File: src/rtl/read_dma_arbiter.sv
// rtl/read_dma_arbiter.sv - round-robin arbiter sharing one AXI4 read DMA between requesters
module read_dma_arbiter #(
  parameter int NUM_REQ         = 4,
  parameter int ADDR_WIDTH      = 64,
  parameter int AXIS_DATA_WIDTH = 32,
  parameter int ALIGN_BYTES     = 16,
  parameter int IDX_WIDTH       = $clog2(NUM_REQ)
) (
  input  logic                            aclk,
  input  logic                            areset,
  input  logic [NUM_REQ-1:0]              req_valid,
  input  logic [NUM_REQ*ADDR_WIDTH-1:0]   req_addr,
  input  logic [NUM_REQ*32-1:0]           req_len,
  output logic [NUM_REQ-1:0]              req_ready,
  output logic [NUM_REQ-1:0]              req_done,
  output logic [NUM_REQ-1:0]              req_error,
  output logic [ADDR_WIDTH-1:0]           dma_start_addr,
  output logic [31:0]                     dma_transfer_length,
  output logic                            dma_start,
  input  logic                            dma_done,
  input  logic                            dma_error,
  input  logic [AXIS_DATA_WIDTH-1:0]      s_axis_tdata,
  input  logic                            s_axis_tvalid,
  input  logic                            s_axis_tlast,
  output logic                            s_axis_tready,
  output logic [AXIS_DATA_WIDTH-1:0]      m_axis_tdata,
  output logic                            m_axis_tlast,
  output logic [NUM_REQ-1:0]              m_axis_tvalid,
  input  logic [NUM_REQ-1:0]              m_axis_tready,
  output logic                            busy,
  output logic [IDX_WIDTH-1:0]            grant_idx
);
  localparam int BEAT_BYTES = AXIS_DATA_WIDTH / 8;

  typedef enum logic [1:0] {IDLE, RUN, RELEASE} state_t;
  state_t state;

  logic [IDX_WIDTH-1:0]  ptr, winner, ptr_next;
  logic                  any_valid, len_ok, stream_on, beat_fire, last_expected;
  logic                  tlast_fault, fault_nxt, err;
  logic [31:0]           sel_len, beat_cnt, beat_cnt_nxt, exp_beats;
  logic [ADDR_WIDTH-1:0] sel_addr;

  // Scan from ptr upward with wrap; iterating downward lets the closest valid slot win.
  always_comb begin
    logic [IDX_WIDTH:0] cand;
    winner    = '0;
    any_valid = 1'b0;
    cand      = '0;
    for (int k = NUM_REQ - 1; k >= 0; k--) begin
      cand = {1'b0, ptr} + (IDX_WIDTH+1)'(k);
      if (cand >= (IDX_WIDTH+1)'(NUM_REQ))
        cand = cand - (IDX_WIDTH+1)'(NUM_REQ);
      if (req_valid[cand[IDX_WIDTH-1:0]]) begin
        winner    = cand[IDX_WIDTH-1:0];
        any_valid = 1'b1;
      end
    end
  end

  assign ptr_next = (winner == IDX_WIDTH'(NUM_REQ - 1)) ? '0 : winner + 1'b1;
  assign sel_len  = req_len[32*winner +: 32];
  assign sel_addr = req_addr[ADDR_WIDTH*winner +: ADDR_WIDTH];
  assign len_ok   = (sel_len != 32'd0) && ((sel_len % 32'(ALIGN_BYTES)) == 32'd0);

  assign stream_on     = (state != IDLE);
  assign busy          = stream_on;
  assign s_axis_tready = stream_on & m_axis_tready[grant_idx];
  assign m_axis_tvalid = (stream_on && s_axis_tvalid) ? (NUM_REQ'(1) << grant_idx) : '0;
  assign m_axis_tdata  = s_axis_tdata;
  assign m_axis_tlast  = s_axis_tlast;

  // tlast must appear exactly on the final expected beat.
  assign beat_fire     = s_axis_tvalid & s_axis_tready;
  assign exp_beats     = dma_transfer_length / 32'(BEAT_BYTES);
  assign beat_cnt_nxt  = beat_cnt + {31'd0, beat_fire};
  assign last_expected = ((beat_cnt + 32'd1) == exp_beats);
  assign fault_nxt     = tlast_fault | (beat_fire & (s_axis_tlast != last_expected));

  always_ff @(posedge aclk or posedge areset) begin
    if (areset) begin
      state               <= IDLE;
      ptr                 <= '0;
      grant_idx           <= '0;
      dma_start_addr      <= '0;
      dma_transfer_length <= '0;
      dma_start           <= 1'b0;
      req_ready           <= '0;
      req_done            <= '0;
      req_error           <= '0;
      beat_cnt            <= '0;
      tlast_fault         <= 1'b0;
      err                 <= 1'b0;
    end else begin
      req_ready <= '0;
      req_done  <= '0;
      req_error <= '0;
      case (state)
        IDLE: begin
          if (any_valid) begin
            grant_idx         <= winner;
            ptr               <= ptr_next;
            req_ready[winner] <= 1'b1;
            if (len_ok) begin
              dma_start_addr      <= sel_addr;
              dma_transfer_length <= sel_len;
              dma_start           <= 1'b1;
              beat_cnt            <= '0;
              tlast_fault         <= 1'b0;
              state               <= RUN;
            end else begin
              req_error[winner] <= 1'b1;
            end
          end
        end
        RUN: begin
          beat_cnt    <= beat_cnt_nxt;
          tlast_fault <= fault_nxt;
          if (dma_done) begin
            dma_start <= 1'b0;
            err       <= dma_error | (beat_cnt_nxt != exp_beats) | fault_nxt;
            state     <= RELEASE;
          end
        end
        RELEASE: begin
          beat_cnt    <= beat_cnt_nxt;
          tlast_fault <= fault_nxt;
          if (!dma_done) begin
            req_done[grant_idx]  <= 1'b1;
            req_error[grant_idx] <= err;
            state                <= IDLE;
          end
        end
        default: state <= IDLE;
      endcase
    end
  end
endmodule

File: config.mk
export PLATFORM = sky130hd
export DESIGN_NAME = read_dma_arbiter
export DESIGN_NICKNAME = d
export VERILOG_FILES = /design/src/rtl/read_dma_arbiter.sv
export SDC_FILE = /design/constraint.sdc
export NUM_CORES = 1
export LEC_CHECK = 0
export ABC_CLOCK_PERIOD_IN_PS = 7900
export CORE_AREA = 8 8 219 221
export DETAILED_ROUTE_END_ITERATION = 8
export DIE_AREA = 0 0 227 229
export SLEW_MARGIN = 25
export SYNTH_ARGS = -nofsm -noshare
export SYNTH_HDL_FRONTEND = slang
export SYNTH_SLANG_ARGS = --single-unit
File: constraint.sdc
create_clock -name aclk -period 7.9 [get_ports aclk]
set_input_delay 1.185 -clock aclk [delete_from_list [all_inputs] [get_ports aclk]]
set_output_delay 1.185 -clock aclk [all_outputs]
set_load 0.1 [all_outputs]
==> results.yml <==
global_routing:
  grt_start_max_net_pins: 96
  first_global_vias: 12180
  grt_first_pass_wirelength_mm: 77.09
  grt_overflow: 0
  grt_antenna_before_repair: 8
  grt_usage_pct: 19.63
timing:
  finalSetupViolCount: 0
  slew_headroom_pct: 27.30
  final.setup.worst_slack_ps: 2098
  worst_slew_pin_slew_ps: 1087
  period_share_pct: 73.44
  hold_ws_ps: 478.2
  fin_tns_setup_ps: 0
  finalClockSkew_ps: 11.22
  finalCriticalPeriod_ps: 5802
  finalMaxSlewViolations: 0
  rsz0062_at_grt: "false"
  fmax_mhz: 172.4
  finalHoldViolCount: 0
power:
  power_frac_comb_pct: 67.6
  powerDensity_nw_per_um2: 395.7
  p_int_mw: 2.787
  power_switching_mw: 3.879
  p_seq_share_pct: 19.5
  total_power_mw: 6.666
  power.share.clock_pct: 12.9
  switching_share_pct: 58.19
  p_leak_nw: 6.757
  ir_drop_mv: 0.2079
routing:
  postRouteAntennaNets: 0
  drt_iter0_drc: 743
  drc: 0
  routed_wl_mm: 53.00
  firstDrtPassIters: 6
  wire_per_inst_um: 21.83
  num_vias: 11870
  via_per_inst: 4.888
critical_path:
  path_max_fanout: 74
  slowest_stage: "nor4_1"
  crit_start: "req_valid[0]"
  cp.arrival_ps: 6120
  r2r-start: "ptr[1]"
  critical_path.max_stage_delay_ps: 870
  worst_r2r_endpoint: "dma_transfer_length[6]"
  crit_path_frequent_cell: "o21ai_4"
  crit_type: "primary input to flip-flop"
  critPathCaptureType: "flip-flop"
  cp-start-kind: "primary input"
  crit_required_ps: 8220
  path_cells: "clkdlybuf4s50_1, a21boi_1, o21ai_4, buf_12, mux4_2, nor4_1, nand4_1, o21ai_4, buf_4, mux2_1"
  rr_worst_depth: 9
  r2r_slack_ps: 2900
floorplan:
  ios: 580
  start_util_pct: 24.40
  core_um2: 44700
  die_w_um: 227
  core.rowCount: 78
  dieArea_um2: 51980
  die_h_um: 229
clock_tree:
  cts_tree: "done"
  cts.clk_slew.worst_paths_ps: 60
  cts_buffer_depth: 2
  holdBufCountCts: 0
  cts.repair.resized: 0
  cts_buffers: 17
  clkLatencyLatePin_ps: 440
  clkSinkCount: 149
  root_buffer: "clkbuf_16"
  h-tree-depth: 4
  cts_setup_buffers: 0
logic_synthesis:
  ys.flop_type: "dfrtp_1"
  syn_nets: 1836
  syn-cell-area_um2: 10910
  ys_seq_area_share_pct: 34.18
  syn_inst: 1396
  yosys_warnings: 0
  ys_types: 64
  ys_async_sr_fraction_pct: 100.0
  syn_area_per_cell_um2: 7.814
  synth-seq-cells: 149
  synth_edf_count: 0
hold_path:
  min-delay-path-class: "flip-flop to flip-flop"
  min_path_cells: 2
  hold_start: "dma_start_addr[53]"
  hold_end: "dma_start_addr[53]"
final_layout:
  drive_gt1_share_pct: 5.760
  final_cells: 2428
  area_growth_pct: 54.45
  mostFrequentLayoutCell: "clkdlybuf4s50_1"
  final_util_pct: 37.69
  stdcell_area_um2: 16850
  final_cell_mix: "511 x clkdlybuf4s50_1, 234 x nand2_1, 222 x nor2_1"
  nets: 2251
placement:
  routabilityCongestion: 0.9216
  dpl_cell_area_um2: 16240
  dp_hpwl_mm: 42.64
  numPortBuffers: 515
  place_ws_ps: 1616
  place_inst: 2392
run_status:
  outcome: "complete, no violations"
flow_run:
  drv_cap: 0
==> power by group through the flow <==
stage / clock, mW / combinational (mW) / sequential, mW
after floorplan: 0 / 1.56 / 3.00
after global placement: 0 / 4.51 / 1.30
after detailed placement: 0 / 4.53 / 1.31
after CTS: 0.883 / 4.54 / 1.30
after global routing: 0.905 / 4.75 / 1.34
final: 0.857 / 4.51 / 1.30
==> worst max-delay path, delay by kind of cell <==
family                 cells  cell delay (ps)
and+or+nand+nor            2             1390
AOI/OAI and AO/OA          3             1120
buffers and inverters      3             1400
muxes                      2              970
==> synth_stat cells, drive strengths merged (20+ instances only) <==
library cell | number | area share (%)
dfrtp | 149 | 34
buf | 58 | 3.8
clkbuf | 75 | 2.6
nor2 | 222 | 7.6
nor3 | 25 | 1.2
xnor2 | 51 | 4.1
mux2 | 30 | 3.1
nand2 | 234 | 8.1
nand3 | 95 | 4.4
mux4 | 29 | 6.0
nand4 | 20 | 1.1
inv | 31 | 1.1
o21ai | 153 | 7.2
xor2 | 20 | 1.6
==> cells by family (layout without fill, tap and decap cells) <==
| group | Yosys count | in the layout | synth area share (%) |
|---|---|---|---|
| other | 0 | 5 | 0 |
| and+or+nand+nor | 684 | 684 | 27.83 |
| AOI/OAI and AO/OA | 253 | 253 | 14.09 |
| buffers and inverters | 164 | 591 | 7.421 |
| muxes | 65 | 65 | 9.635 |
| DFF | 149 | 149 | 34.18 |
| xor gates and xnor gates | 71 | 71 | 5.701 |
| adders and majority gates | 10 | 10 | 1.147 |
==> final cells by class <==
| type | instances | area [µm²] |
|---|---|---|
| diodes | 5 | 12.51 |
| clock buffers | 23 | 467.9 |
| clock inverters | 8 | 125.1 |
| fillers | 4612 | 27850 |
| inverters | 31 | 123.9 |
| multi-input cells | 1083 | 6386 |
| flip-flops and latches | 149 | 3729 |
| well taps | 600 | 750.7 |
| repair buffers | 529 | 5253 |
==> how the worst max path moves through the flow <==
stage	slack, ps	cells after the start	endpoint
after floorplan	2710	1	beat_cnt[0]
final	2100	10	dma_transfer_length[6]
after global routing	1800	10	dma_transfer_length[26]
after detailed placement	1620	10	dma_transfer_length[26]
after CTS	2110	10	dma_transfer_length[26]
after global placement	1760	10	dma_transfer_length[29]
==> routing by layer <==
metal / up-vias / wire (µm) / track usage [%]
met3: 70 / 4969 / 7.054
met2: 532 / 26680 / 34.66
li1: 5636 / - / -
met4: 6 / 1549 / 6.397
met1: 5625 / 19730 / 21.53
met5: - / 68 / 0.6836
==> flip-flops by register name, indices dropped and copies added (netlist names) <==
name,count
err,1
req_error,4
state,2
tlast_fault,1
ptr,2
grant_idx,2
req_done,4
dma_start,1
dma_transfer_length,32
dma_start_addr,64
beat_cnt,32
req_ready,4
Note: power is estimated with default switching activity, not from simulation.
